## config.mk

```make
export PLATFORM = sky130hd
export DESIGN_NAME = enemy_wave_scheduler
export DESIGN_NICKNAME = d
export VERILOG_FILES = /design/src/rtl/game_pkg.sv /design/src/rtl/spawn_fifo.sv /design/src/rtl/enemy_wave_scheduler.sv
export SDC_FILE = /design/constraint.sdc
export NUM_CORES = 1
export LEC_CHECK = 0
export ABC_AREA = 0
export CAP_MARGIN = 10
export CORE_ASPECT_RATIO = 1.2
export CORE_MARGIN = 5
export CORE_UTILIZATION = 57
export CTS_CLUSTER_SIZE = 10
export DETAILED_ROUTE_END_ITERATION = 8
export PLACE_DENSITY = 0.77
export SYNTH_ARGS = -nofsm -noshare
export SYNTH_HDL_FRONTEND = slang
export SYNTH_SLANG_ARGS = --single-unit
```

## constraint.sdc

```tcl
create_clock -name clk_1Hz -period 3.4 [get_ports clk_1Hz]
set_input_delay 0.68 -clock clk_1Hz [delete_from_list [all_inputs] [get_ports clk_1Hz]]
set_output_delay 0.68 -clock clk_1Hz [all_outputs]
set_load 0.05 [all_outputs]
```

## src/rtl/game_pkg.sv

```systemverilog
// Shared game constants: screen geometry, spawn clipping, LFSR taps and the
// encoding of the spawn handshake states.
package game_pkg;

    localparam int SCREEN_W   = 640;
    localparam int SCREEN_H   = 480;
    localparam int ENEMY_SIZE = 20;

    // A spawn must fit fully on screen, so coordinates are clipped one enemy short of the edge.
    localparam logic [9:0] X_CLIP = 10'(SCREEN_W - ENEMY_SIZE);
    localparam logic [8:0] Y_CLIP = 9'(SCREEN_H - ENEMY_SIZE);
    localparam logic [9:0] X_SUB  = 10'd512;
    localparam logic [8:0] Y_SUB  = 9'd256;

    localparam int LFSR_TAP_A = 9;
    localparam int LFSR_TAP_B = 6;

    localparam logic [1:0] H_IDLE      = 2'd0;
    localparam logic [1:0] H_WAIT_ACK  = 2'd1;
    localparam logic [1:0] H_WAIT_NACK = 2'd2;

    typedef struct packed {
        logic [9:0] x;
        logic [8:0] y;
    } spawn_t;

    localparam int ENTRY_W = $bits(spawn_t);

    function automatic logic [9:0] lfsr_next(input logic [9:0] l);
        return {l[8:0], l[LFSR_TAP_A] ^ l[LFSR_TAP_B]};
    endfunction

    function automatic spawn_t map_spawn(input logic [9:0] l);
        logic [8:0] y_raw;
        spawn_t     s;
        y_raw = {l[3:0], l[9:5]};
        s.x   = (l >= X_CLIP) ? l - X_SUB : l;
        s.y   = (y_raw >= Y_CLIP) ? y_raw - Y_SUB : y_raw;
        return s;
    endfunction

endpackage

```

## src/rtl/spawn_fifo.sv

```systemverilog
// Synchronous FIFO for pending spawn entries; asynchronous active-high reset.
module spawn_fifo #(
    parameter int DEPTH = 4,
    parameter int W     = 19
) (
    input  logic                     clk_1Hz,
    input  logic                     rst,
    input  logic                     push,
    input  logic [W-1:0]             wr_data,
    input  logic                     pop,
    output logic [W-1:0]             rd_data,
    output logic                     full,
    output logic                     empty,
    output logic [$clog2(DEPTH):0]   count
);

    localparam int AW = $clog2(DEPTH);

    logic [W-1:0]  mem [DEPTH];
    logic [AW-1:0] wr_ptr;
    logic [AW-1:0] rd_ptr;
    logic          do_push;
    logic          do_pop;

    assign full    = (count == (AW+1)'(DEPTH));
    assign empty   = (count == '0);
    assign do_push = push && !full;
    assign do_pop  = pop && !empty;
    assign rd_data = mem[rd_ptr];

    always_ff @(posedge clk_1Hz or posedge rst) begin
        if (rst) begin
            wr_ptr <= '0;
            rd_ptr <= '0;
            count  <= '0;
        end else begin
            if (do_push) wr_ptr <= wr_ptr + 1'b1;
            if (do_pop)  rd_ptr <= rd_ptr + 1'b1;
            case ({do_push, do_pop})
                2'b10:   count <= count + 1'b1;
                2'b01:   count <= count - 1'b1;
                default: count <= count;
            endcase
        end
    end

    always_ff @(posedge clk_1Hz) begin
        if (do_push) mem[wr_ptr] <= wr_data;
    end

endmodule

```

## src/rtl/enemy_wave_scheduler.sv

```systemverilog
// Wave timer and spawn producer: generates per-wave LFSR spawn bursts, queues
// them, and hands them to the faster enemy engine over a four-phase req/ack link.
module enemy_wave_scheduler
    import game_pkg::*;
#(
    parameter int         WAVE_PERIOD = 10,
    parameter int         BASE_COUNT  = 2,
    parameter int         MAX_COUNT   = 8,
    parameter int         FIFO_DEPTH  = 4,
    parameter logic [9:0] LFSR_SEED   = 10'h280
) (
    input  logic                          clk_1Hz,
    input  logic                          rst,
    input  logic                          enable,
    input  logic                          spawn_ack,
    output logic                          spawn_req,
    output logic [9:0]                    spawn_x,
    output logic [8:0]                    spawn_y,
    output logic [7:0]                    wave,
    output logic [7:0]                    sec_left,
    output logic [$clog2(FIFO_DEPTH):0]   fifo_count,
    output logic                          overrun,
    output logic [1:0]                    hs_state
);

    logic [9:0] lfsr;
    logic [7:0] burst_left;
    logic [7:0] wave_next;
    logic [8:0] burst_sum;
    logic [7:0] burst_reload;
    logic       ack_meta;
    logic       ack_sync;
    logic       push;
    logic       pop;
    logic       fifo_full;
    logic       fifo_empty;
    spawn_t     new_entry;
    spawn_t     head;

    assign new_entry    = map_spawn(lfsr);
    assign wave_next    = (wave == 8'hFF) ? wave : wave + 8'd1;
    assign burst_sum    = 9'(BASE_COUNT) + {1'b0, wave_next};
    assign burst_reload = (burst_sum >= 9'(MAX_COUNT)) ? 8'(MAX_COUNT) : burst_sum[7:0];
    assign push         = enable && (sec_left != 8'd0) && (burst_left != 8'd0) && !fifo_full;
    assign pop          = (hs_state == H_IDLE) && !fifo_empty;

    always_ff @(posedge clk_1Hz or posedge rst) begin
        if (rst) lfsr <= LFSR_SEED;
        else     lfsr <= lfsr_next(lfsr);
    end

    always_ff @(posedge clk_1Hz or posedge rst) begin
        if (rst) begin
            ack_meta <= 1'b0;
            ack_sync <= 1'b0;
        end else begin
            ack_meta <= spawn_ack;
            ack_sync <= ack_meta;
        end
    end

    // The rollover tick never pushes; a burst still unqueued at rollover is lost and flagged.
    always_ff @(posedge clk_1Hz or posedge rst) begin
        if (rst) begin
            wave       <= 8'd0;
            sec_left   <= 8'(WAVE_PERIOD - 1);
            burst_left <= 8'(BASE_COUNT);
            overrun    <= 1'b0;
        end else if (enable) begin
            if (sec_left == 8'd0) begin
                wave       <= wave_next;
                sec_left   <= 8'(WAVE_PERIOD - 1);
                burst_left <= burst_reload;
                if (burst_left != 8'd0) overrun <= 1'b1;
            end else begin
                sec_left <= sec_left - 8'd1;
                if (push) burst_left <= burst_left - 8'd1;
            end
        end
    end

    spawn_fifo #(
        .DEPTH (FIFO_DEPTH),
        .W     (ENTRY_W)
    ) u_fifo (
        .clk_1Hz (clk_1Hz),
        .rst     (rst),
        .push    (push),
        .wr_data (new_entry),
        .pop     (pop),
        .rd_data (head),
        .full    (fifo_full),
        .empty   (fifo_empty),
        .count   (fifo_count)
    );

    // Four-phase link: spawn_req rises with spawn_x/spawn_y already valid and holds them
    // until the synchronized ack is seen high; req then drops, and a new req is only
    // raised after the synchronized ack has returned low.
    always_ff @(posedge clk_1Hz or posedge rst) begin
        if (rst) begin
            hs_state  <= H_IDLE;
            spawn_req <= 1'b0;
            spawn_x   <= 10'd0;
            spawn_y   <= 9'd0;
        end else begin
            case (hs_state)
                H_IDLE: begin
                    if (pop) begin
                        spawn_x   <= head.x;
                        spawn_y   <= head.y;
                        spawn_req <= 1'b1;
                        hs_state  <= H_WAIT_ACK;
                    end
                end
                H_WAIT_ACK: begin
                    if (ack_sync) begin
                        spawn_req <= 1'b0;
                        hs_state  <= H_WAIT_NACK;
                    end
                end
                H_WAIT_NACK: begin
                    if (!ack_sync) hs_state <= H_IDLE;
                end
                default: begin
                    spawn_req <= 1'b0;
                    hs_state  <= H_IDLE;
                end
            endcase
        end
    end

endmodule

```

==> metrics.md, run 1 <==
| Metric | Value |
|---|---|
| Slowest cell on crit path | `or3b_2` |
| Tot Pwr | `5080 uW` |
| R2r endpoint | `u_fifo.count[2]` |
| Grt ovf | `0` |
| Total routed wirelength | `7910 um` |
| Worst path arrival time | `3240 ps` |
| Setup TNS | `0 ps` |
| First-pass GRT wire length | `13400 um` |
| Num rows | `36` |
| FF-to-FF path depth | `12` |
| Diode count | `0` |
| Share of flip-flops with an asynchronous set or reset | `55.1%` |
| Maximum clock frequency | `338 MHz` |
| Sequential element share of the synthesized area | `63.2%` |
| Antenna viol nets, final | `0` |
| Hold Path Depth | `0` |
| MaxCap Viol Count | `0` |
| Remaining DRCs | `0` |
| Syn-to-layout area delta | `14.6%` |
| CTS sink count | `107` |
| Commonest non-fill, non-tap cells in the layout | `dfrtp_1 (54), edfxtp_1 (48), clkdlybuf4s50_1 (45), nand2_1 (27), mux2_2 (16)` |
| Sink of the worst hold path | `ack_sync` |
| Synthesized Nets | `339` |
| # hold bufs at CTS | `0` |
| Setup-failing EPs final | `0` |
| Clk pin slew, worst setup/hold paths | `90 ps` |
| Pre-CTS setup slack | `407 ps` |
| Pwr/cell area | `957 mW/mm^2` |
| Gr usage total | `17.4%` |
| Status | `finished clean` |
| Synthesized cell area | `0.00463 sq mm` |
| Vias in the first global route | `2763` |
| Post-synth EDFFs | `48` |
| Via density | `5.75` |
| Gp weighted congestion | `0.923` |
| Critical path class | `reg -> reg` |
| Synthesized area per cell | `14.3 sq um` |
| Flops & latches, synth | `107` |
| Initial antenna violation count | `0` |
| Worst r2r src | `burst_left[0]` |
| Clock Latency Late Sink | `360 ps` |
| I/O Buffers | `45` |
| Resize count post-CTS | `0` |
| Largest net degree at the start of global routing | `31` |
| Final-report hold violation count | `0` |
| Cells after synthesis | `324` |
| Die H | `109 um` |
| P_leak | `0.00200 uW` |
| Slew Limit Headroom | `42.0%` |
| Final HPWL from detailed placement | `5540 um` |
| Critical Path, Cell by Cell | `inv_1, ha_1, or3b_2, o211ai_1, nor2_1, inv_1, ha_1, inv_1, fa_1, xor2_1, nor2_1, xor2_1` |
| Full die area | `0.0100 sq mm` |
| Clk root buf | `clkbuf_8` |
| CTS tree | `done` |
| Max stage delay on crit path | `450 ps` |
| Die Span X | `92.3 um` |
| I/O pins | `46` |
| Crit path capture type | `register` |
| Unique masters post-synth | `54` |
| Final clock skew | `4.62 ps` |
| Layout cells sized above 1 | `17.9%` |
| RSZ-0062 raised after global routing | `no` |
| Tmin final | `2950 ps` |
| Worst-Margin Slew | `869 ps` |
| Synth Warn # | `0` |
| Critical Path RT | `3680 ps` |
| Core area | `0.00802 sq mm` |
| WL per Instance | `16.8 um` |
| Final setup margin | `445 ps` |
| Maximum vdd drop | `0.513 mV` |
| Most frequent CP cell | `inv_1` |
| Design area | `0.00531 sq mm` |
| Synth Flop Type | `dfrtp_1` |
| Most common cell after layout, fill and taps aside | `dfrtp_1` |
| Drt initial violations | `105` |
| Startpoint Class | `register` |
| R2r setup slk | `450 ps` |
| Starting Density | `57.7%` |
| H-tree depth | `3` |
| Drt first pass iters | `4` |
| Worst Hold Launch | `ack_meta` |
| CTS Buffer Depth | `2` |
| Critical path peak fanout | `6` |
| Min-Delay Path Class | `reg -> reg` |
| Setup bufs post-CTS | `0` |
| Via count | `2704` |
| Final Cycle Share | `86.9%` |
| Nets@finish | `385` |
| Inserted Clock Buffers | `9` |
| Post-DP Area | `0.00514 sq mm` |
| Max-slew violations | `0` |
==> registers in the layout, indices dropped and copies added (netlist names), 3 cells and up <==
name          count
lfsr             10
wave              8
u_fifo.count      3
sec_left          8
spawn_x          10
burst_left        8
u_fifo.mem       48
==> worst max-delay path, delay by kind of cell (launching register included) <==
kind | cells | cell delay, ps
AOI/OAI and AO/OA | 1 | 400
xor gates and xnor gates | 2 | 320
adders and majority gates | 3 | 720
buffers and inverters | 3 | 350
DFF | 1 | 400
and+or+nand+nor | 3 | 680
==> synthesized netlist by cell type (2+ instances only) <==
cell / count / share of area (%)
a21oi_1: 7 / 0.76
mux4_2: 12 / 5.8
a31oi_1: 3 / 0.41
dfrtp_1: 54 / 29
dfstp_2: 5 / 2.8
mux2_2: 16 / 3.9
and3_1: 2 / 0.27
nor3b_1: 2 / 0.32
or3b_2: 2 / 0.38
xnor2_1: 10 / 1.9
a211oi_1: 3 / 0.49
buf_6: 3 / 0.73
nor4b_1: 2 / 0.38
inv_1: 13 / 1.1
nor3_1: 10 / 1.1
edfxtp_1: 48 / 31
ha_1: 10 / 2.7
buf_1: 3 / 0.24
nand2_1: 27 / 2.2
o21ai_0: 11 / 1.2
and4_1: 2 / 0.38
and2_1: 6 / 0.81
nor2_1: 13 / 1.1
buf_4: 9 / 1.5
nand3_1: 5 / 0.54
a41oi_1: 2 / 0.38
xor2_1: 7 / 1.3
or4_4: 2 / 0.49
a31o_1: 3 / 0.57
mux2i_1: 2 / 0.43
a21o_1: 3 / 0.49
clkbuf_1: 3 / 0.24
o31ai_1: 3 / 0.49
==> per-layer routing <==
metal  global-route usage [%]  routed length [um]  vias up
li1                         -                   -     1273
met1                     20.4                3140     1351
met2                     31.7                4350       67
met3                     3.73                 290       13
met4                     5.84                 126        0
met5                        0                   0        -
==> report_power, final <==
group | switching [uW] | internal, uW | total [uW]
Combinational | 1320 | 944 | 2260
Clock | 414 | 268 | 682
Sequential | 356 | 1780 | 2130
==> kinds of logic after synthesis <==
kind of cell | synth area share [%]
xor+xnor | 3.22
buf+inv | 3.84
mux | 10.2
fa+ha+maj | 3.14
flops | 63.2
compound gates | 6.35
simple gates | 10.1
==> metrics by stage <==
| stage | util [%] | instances | hold WS [ps] |
|---|---|---|---|
| after floorplan | - | 324 | 331 |
| after global placement | 64.1 | 454 | 335 |
| after detailed placement | 64.1 | 454 | 337 |
| after CTS | 66.2 | 470 | 359 |
| after global routing | 66.2 | 470 | 371 |
| final | 66.2 | 470 | 357 |
==> worst max-delay path by stage <==
stage,start,endpoint,slack (ps),cells past startpoint
global placement,enable,u_fifo.count[2],510,10
global route,burst_left[0],u_fifo.count[2],110,12
finish,burst_left[0],u_fifo.count[2],450,12
detailed placement,enable,u_fifo.count[2],410,10
floorplan,sec_left[2],u_fifo.count[2],370,11
CTS,burst_left[0],u_fifo.count[2],430,12
==> final cells by class <==
type / instances / area [sq um]
Inverter: 13 / 48.8
Timing Repair Buffer: 54 / 518
Multi-Input combinational cell: 185 / 1530
Clock buffer: 10 / 128
Fill cell: 580 / 2710
Sequential cell: 107 / 2920
Tap cell: 95 / 119
Clock inverter: 6 / 41.3
No activity file was read; power rests on OpenSTA's default activity.
==> inputs of run 2 (changes only) <==
- CELL_PAD_IN_SITES_DETAIL_PLACEMENT: unset -> 1
- CELL_PAD_IN_SITES_GLOBAL_PLACEMENT: unset -> 1
- CORE_UTILIZATION: 57 -> 47
- PLACE_DENSITY: 0.77 -> unset
- PLACE_DENSITY_LB_ADDON: unset -> 0.1
==> run 2 against run 1 <==
Compared with the run above: sequential share of layout area fell by 2.2 points; clock skew hardly changed; critical path depth unchanged; sequential power hardly changed; cell count rose by 6.4%; largest power group unchanged; highest routed layer unchanged.
==> metrics.md, run 2 (synthesis results as in run 1) <==
| Metric | Value |
|---|---|
| CTS Buffer Depth | `2 (unchanged)` |
| CTS sink count | `107 (unchanged)` |
| Most frequent CP cell | `inv_1` |
| Starting Density | `48.4% (-9.3 points)` |
| # fillers | `940 (+62%)` |
| Status | `finished clean` |
| R2r setup slk | `420 ps (-20 ps)` |
| Maximum clock frequency | `336 MHz (-0.75%)` |
| Final Cycle Share | `87.6% (+0.66 points)` |
| Setup TNS | `0 ps (unchanged)` |
| Maximum vdd drop | `0.614 mV (+20%)` |
| Antenna viol nets, final | `0 (unchanged)` |
| Via density | `5.52 (-4.0%)` |
| Critical path peak fanout | `6 (unchanged)` |
| Post-layout util | `57.8% (-8.4 points)` |
| MaxCap Viol Count | `0 (unchanged)` |
| Nets@finish | `387 (+0.52%)` |
| I/O pins | `46 (unchanged)` |
| Via count | `2762 (+2.1%)` |
| Critical Path RT | `3670 ps (about the same)` |
| Inserted Clock Buffers | `9 (unchanged)` |
| Commonest non-fill, non-tap cells in the layout | `dfrtp_1 (54), edfxtp_1 (48), clkdlybuf4s50_1 (45), nand2_1 (27), mux2_2 (16)` |
| Layout cells sized above 1 | `18.6% (+0.70 points)` |
| Sink of the worst hold path | `ack_sync` |
| Resize count post-CTS | `0 (unchanged)` |
| Min-Delay Path Class | `reg -> reg` |
| Startpoint Class | `register` |
| Die H | `119 um (+9.2%)` |
| Slowest cell on crit path | `or3b_2` |
| Diode count | `0 (unchanged)` |
| CP delay by family, top | `adder cells` |
| Pwr/cell area | `1020 mW/mm^2 (+6.5%)` |
| P_leak | `0.00209 uW (+4.6%)` |
| Setup bufs post-CTS | `0 (unchanged)` |
| Largest regs | `u_fifo.mem (48), lfsr (10), spawn_x (10)` |
| Clk root buf | `clkbuf_16` |
| Post-DP Area | `0.00519 sq mm (+0.97%)` |
| R2r endpoint | `u_fifo.count[2]` |
| WL per Instance | `18.5 um (+9.8%)` |
| Final HPWL from detailed placement | `6360 um (+15%)` |
| Tmin final | `2980 ps (+22.4 ps)` |
| Max-slew violations | `0 (unchanged)` |
| Worst Hold Launch | `ack_meta` |
| Remaining DRCs | `0 (unchanged)` |
| Largest net degree at the start of global routing | `23 (-26%)` |
| Crit path buf inv count | `3 (unchanged)` |
| Full die area | `0.0119 sq mm (+19%)` |
| Final clock skew | `4.65 ps (+0.0248 ps)` |
| Setup-failing EPs final | `0 (unchanged)` |
| Most flop-heavy register | `u_fifo.mem` |
| Most common cell after layout, fill and taps aside | `dfrtp_1` |
| First-pass GRT wire length | `15300 um (+15%)` |
| Worst-Margin Slew | `915 ps (+45.5 ps)` |
| Crit path capture type | `register` |
| Clock Latency Late Sink | `340 ps (-20 ps)` |
| Vias in the first global route | `2963 (+7.2%)` |
| Drt first pass iters | `4 (unchanged)` |
| Grt ovf | `0 (unchanged)` |
| FF-to-FF path depth | `12 (unchanged)` |
| Number of flip-flops in the largest register | `48 (unchanged)` |
| Critical path class | `reg -> reg` |
| Num rows | `39 (+8.3%)` |
| Die Span X | `101 um (+9.0%)` |
| # hold bufs at CTS | `0 (unchanged)` |
| Max stage delay on crit path | `460 ps (about the same)` |
| Worst r2r src | `burst_left[0]` |
| Hold Path Depth | `0 (unchanged)` |
| Slew Limit Headroom | `39.0% (-3.0 points)` |
| I/O Buffers | `45 (unchanged)` |
| Final-report hold violation count | `0 (unchanged)` |
| H-tree depth | `3 (unchanged)` |
| CTS tree | `done` |
| Critical Path, Cell by Cell | `inv_1, ha_1, or3b_2, o211ai_1, nor2_1, inv_1, ha_1, inv_1, fa_1, xor2_1, nor2_1, xor2_1` |
| Total routed wirelength | `9240 um (+17%)` |
| Core area | `0.00956 sq mm (+19%)` |
| Initial antenna violation count | `0 (unchanged)` |
| Gr usage total | `16.6% (-0.73 points)` |
| RSZ-0062 raised after global routing | `no` |
| Design area | `0.00553 sq mm (+4.2%)` |
| Syn-to-layout area delta | `19.4%` |
| Gp weighted congestion | `0.848 (-8.1%)` |
| Clk pin slew, worst setup/hold paths | `70 ps (-20 ps)` |
| Worst path arrival time | `3240 ps (about the same)` |
| Drt initial violations | `92 (-12%)` |
==> run 2: worst max path at each step <==
stage	startpoint	to	slack, ps	cells after the start
final	burst_left[0]	u_fifo.count[2]	420	12
after global routing	burst_left[3]	u_fifo.count[2]	220	10
after CTS	burst_left[0]	u_fifo.count[2]	420	12
after detailed placement	burst_left[0]	u_fifo.count[2]	450	12
after global placement	enable	u_fifo.count[2]	550	10
after floorplan	sec_left[2]	u_fifo.count[2]	370	11
==> run 2: metrics by stage <==
stage               total power [uW]  setup slack [ps]  hold WS (ps)  instances
finish                          5630               423           373        500
global route                    5940               223           385        500
CTS                             5710               423           377        500
detailed placement              4510               446           361        484
global placement                4420               546           339        484
floorplan                       3800               374           331        324
==> run 2: report_power, final <==
group / switching [uW] / internal (uW)
clock: 457 / 718
sequential: 371 / 1780
combinational: 1360 / 951
==> run 2: cell type report <==
class	count	area [sq um]	share of cell area, %
Clock inverter	7	116	2.11
Inverter	13	48.8	0.883
Clock buffer	9	225	4.07
Timing Repair Buffer	56	533	9.64
Multi-Input combinational cell	185	1530	27.6
Tap cell	123	154	2.78
Sequential cell	107	2920	52.9
==> run 2: metal layers <==
layer / track usage [%] / vias to the layer above / wire length (um)
li1: - / 1279 / -
met1: 19.9 / 1429 / 3840
met2: 29.1 / 43 / 4970
met3: 4.07 / 11 / 256
met4: 5.31 / 0 / 164
met5: 0 / - / 0
